==> src/rtl/rx_fifo_ch.sv <==
// rx_fifo_ch: DEPTH-entry first-word-fall-through receive FIFO with a busy-gated, registered ready.
// Define RX_STATS_EN to build saturating accept/pop counters (accept_cnt_o, pop_cnt_o).
module rx_fifo_ch #(
   parameter int DATA_W = 4,
   parameter int DEPTH  = 4,
   parameter int CNT_W  = 16
) (
   input  logic                       clk,
   input  logic                       rst,
   input  logic                       busy,
   input  logic                       valid_i,
   input  logic [DATA_W-1:0]          data_i,
   output logic                       ready_o,
   output logic                       valid_o,
   output logic [DATA_W-1:0]          data_o,
   input  logic                       ready_i,
   output logic [$clog2(DEPTH+1)-1:0] count_o,
`ifdef RX_STATS_EN
   output logic [CNT_W-1:0]           accept_cnt_o,
   output logic [CNT_W-1:0]           pop_cnt_o,
`endif
   output logic                       stall_o
);

   localparam int CW = $clog2(DEPTH+1);
   localparam int PW = (DEPTH > 1) ? $clog2(DEPTH) : 1;

   logic [DATA_W-1:0] mem [DEPTH];
   logic [PW-1:0]     wr_ptr, rd_ptr;
   logic [CW-1:0]     count, count_next;
   logic              push, pop;

   assign push       = valid_i && ready_o;
   assign pop        = valid_o && ready_i;
   assign count_next = count + CW'(push) - CW'(pop);

   assign count_o = count;
   assign valid_o = (count != '0);
   assign data_o  = valid_o ? mem[rd_ptr] : '0;

   // Storage has no reset; stale entries are masked by valid_o.
   always_ff @(posedge clk) begin
      if (push) mem[wr_ptr] <= data_i;
   end

   always_ff @(posedge clk or posedge rst) begin
      if (rst) begin
         wr_ptr  <= '0;
         rd_ptr  <= '0;
         count   <= '0;
         ready_o <= 1'b0;
         stall_o <= 1'b0;
      end else begin
         if (push) wr_ptr <= (wr_ptr == PW'(DEPTH-1)) ? '0 : wr_ptr + 1'b1;
         if (pop)  rd_ptr <= (rd_ptr == PW'(DEPTH-1)) ? '0 : rd_ptr + 1'b1;
         count   <= count_next;
         // Looking at count_next keeps a push from ever landing on a full FIFO.
         ready_o <= !busy && (count_next < CW'(DEPTH));
         if (valid_i && !ready_o) stall_o <= 1'b1;
      end
   end

`ifdef RX_STATS_EN
   always_ff @(posedge clk or posedge rst) begin
      if (rst) begin
         accept_cnt_o <= '0;
         pop_cnt_o    <= '0;
      end else begin
         if (push && (accept_cnt_o != '1)) accept_cnt_o <= accept_cnt_o + 1'b1;
         if (pop  && (pop_cnt_o    != '1)) pop_cnt_o    <= pop_cnt_o + 1'b1;
      end
   end
`endif

endmodule

==> config.mk <==
export PLATFORM = sky130hd
export DESIGN_NAME = rx_fifo_ch
export DESIGN_NICKNAME = d
export VERILOG_FILES = /design/src/rtl/rx_fifo_ch.sv
export SDC_FILE = /design/constraint.sdc
export NUM_CORES = 1
export LEC_CHECK = 0
export ABC_AREA = 1
export BUFFER_PORTS_ARGS = -buffer_cell sky130_fd_sc_hd__buf_2
export CAP_MARGIN = 5
export CORE_MARGIN = 2
export CORE_UTILIZATION = 35
export DETAILED_ROUTE_END_ITERATION = 8
export GPL_ROUTABILITY_DRIVEN = 0
export GPL_TIMING_DRIVEN = 0
export PLACE_DENSITY = 0.62
export SLEW_MARGIN = 0
export SYNTH_ARGS = -nofsm -noshare
export SYNTH_HDL_FRONTEND = slang
export SYNTH_SLANG_ARGS = --single-unit
==> constraint.sdc <==
create_clock -name clk -period 5.6 [get_ports clk]
set_input_delay 1.12 -clock clk [delete_from_list [all_inputs] [get_ports clk]]
set_output_delay 1.12 -clock clk [all_outputs]
set_load 0.1 [all_outputs]
==> flow_summary.ini <==
[floorplanning]
start_util = 0.361
ios = 19
die_h_um = 62.2
core-area_mm2 = 0.00328
rows = 21
die_w_um = 62.2
die_area_mm2 = 0.00387

[sta]
fmax_mhz = 361
tightest_slew_ns = 0.485
rsz0062_at_grt = no
slew_headroom = 0.679
drv_slew = 0
hold_viol = 0
tns_ns = 0
skew_ns = 0.00727
final-setup-viol-count = 0
min_period_over_period = 0.495
finalCriticalPeriod_ns = 2.77

[global_routing]
grt_overflow_total = 0
globalRouteTotalUtil = 0.110
grt_pass1_vias = 744
antenna_found_initial = 0
grt_max_degree = 15
grt_pass1_wl_um = 3370

[clock_network]
cts_tree = yes
cts.sinks = 25
clk_pin_slew_ns = 0.13
post_cts_buffers = 0
cts_max_level = 1
clk_latency_ns = 0.31
numCtsBuffers = 3
cts_resized = 0
cts-root-buf = clkbuf_4
cts_hold_buf = 0
clockBufferDepth = 2

[route]
wl_um = 1860
route.detailed.drc = 0
vias = 778
ant_nets = 0
avgRoutedWirePerCell_um = 9.77
avgViaCountPerCell = 4.09
firstDrtPassIters = 4
drt_iter0_drc = 14

[logic_synthesis]
yosys_warnings = 0
yosysSeqAreaShare = 0.596
ys_seq_elements = 25
synth.avg_cell_area_um2 = 9.71
ys_types = 14
synthesis.nets = 139
synthCells = 122
syn_area_mm2 = 0.00118

[critical_path]
rr_endpoint = ready_o$_DFF_PP0_
cp-end-kind = output port
reg2reg_depth = 13
startpoint_type = flip-flop
slowest_delay_ns = 0.49
critical_path_class = flip-flop to output port
crit_required_ns = 4.48
cp_slowest_cell = dfrtp_1
rrSetupSlack_ns = 3.60
regToRegStartpoint = count_o[2]$_DFF_PP0_
path_max_fanout = 7
worstPathCellList = inv_1, nand3_1, a21oi_1, buf_2
cp.arrival_ns = 1.65

[hold_path]
holdPathStages = 1
whs_endpoint = stall_o$_DFFE_PP0P_
hold_path.class = flip-flop to flip-flop
min_from = ready_o$_DFF_PP0_

[finish]
drive_above_1_share = 0.167
final_cell_mix = inv_1 (34), nand2_1 (27), buf_2 (18)
layout_commonest_cell = inv_1
stdcell_area_mm2 = 0.00136
syn_to_final_growth_pct = 14.8
num-nets-final = 162
antenna_cells = 0

[placed_design]
portBuffers = 18
hpwl_um = 1470
dpl_cell_area_mm2 = 0.00133

[outcome]
status = finished clean

[job]
drv_cap = 0
cell type report:
| type | instances | area, µm² |
|---|---|---|
| plain buffers | 1 | 11.3 |
| clock buffers | 3 | 22.5 |
| clock inverters | 1 | 5.00 |
| fillers | 326 | 1920 |
| inverters | 34 | 128 |
| multi-input cells | 62 | 340 |
| flip-flops and latches | 25 | 706 |
| well taps | 46 | 57.6 |
| repair buffers | 18 | 90.1 |
cell families after synthesis:
logic type,after synthesis,share of synthesized area
adder cells (fa/ha/maj),8,0.0908
flip-flops,25,0.596
AO/OA/AOI/OAI,9,0.0401
buffers and inverters,35,0.117
AND/OR/NAND/NOR,45,0.156
metal layers:
| metal | GRT usage | part of all wire | routed length [µm] | up-vias |
|---|---|---|---|---|
| met5 | 0 | 0 | 0 | - |
| met4 | 0.0667 | 0 | 0 | 0 |
| met3 | 0.00543 | 0.020 | 38 | 0 |
| met2 | 0.193 | 0.56 | 1040 | 12 |
| met1 | 0.133 | 0.42 | 783 | 352 |
| li1 | - | - | - | 414 |
worst max path at each step:
stage | end | start | slack, ns | cells after the start
after floorplan | data_o[0] | count_o[1]$_DFF_PP0_ | 0.95 | 4
after global placement | ready_o$_DFF_PP0_ | valid_i | 2.93 | 11
after detailed placement | ready_o$_DFF_PP0_ | valid_i | 2.92 | 11
after CTS | data_o[0] | count_o[1]$_DFF_PP0_ | 2.80 | 5
after global routing | data_o[2] | count_o[1]$_DFF_PP0_ | 2.66 | 5
final | data_o[1] | rd_ptr[1]$_DFFE_PP0P_ | 2.83 | 4
Yosys cell counts, drive strengths merged:
master,count,area [µm²]
edfxtp,16,480
a21oi,7,35.0
or2,1,6.26
dfrtp,9,225
fa,1,20.0
buf,1,11.3
nand2,28,108
o21bai,1,7.51
nand3,9,45.0
o21ai,1,5.00
ha,7,87.6
inv,34,128
nor2,7,26.3
sequential cells by signal, indices dropped and copies added, names as in the netlist:
name     cells
mem         16
count_o      3
rd_ptr       2
wr_ptr       2
ready_o      1
stall_o      1
stage by stage:
stage | worst slack [ns] | util | hold slack (ns) | instances
2_1_floorplan | 0.947 | - | 0.549 | 122
3_5_place_dp | 2.92 | 0.406 | 0.464 | 186
4_1_cts | 2.80 | 0.414 | 0.487 | 190
5_1_grt | 2.66 | 0.414 | 0.520 | 190
6_report | 2.83 | 0.414 | 0.482 | 190
3_3_place_gp | 2.93 | 0.406 | 0.455 | 186
worst max-delay path: cells and delay by family, from the launching register on:
family / cells / cell delay (ns)
AND/OR/NAND/NOR: 1 / 0.09
AO/OA/AOI/OAI: 1 / 0.15
buffers and inverters: 2 / 0.60
flip-flops: 1 / 0.49
Power is left out: the tool's default activity adds up to more than one toggle a clock period on the data nets, which glitch-free logic cannot reach.
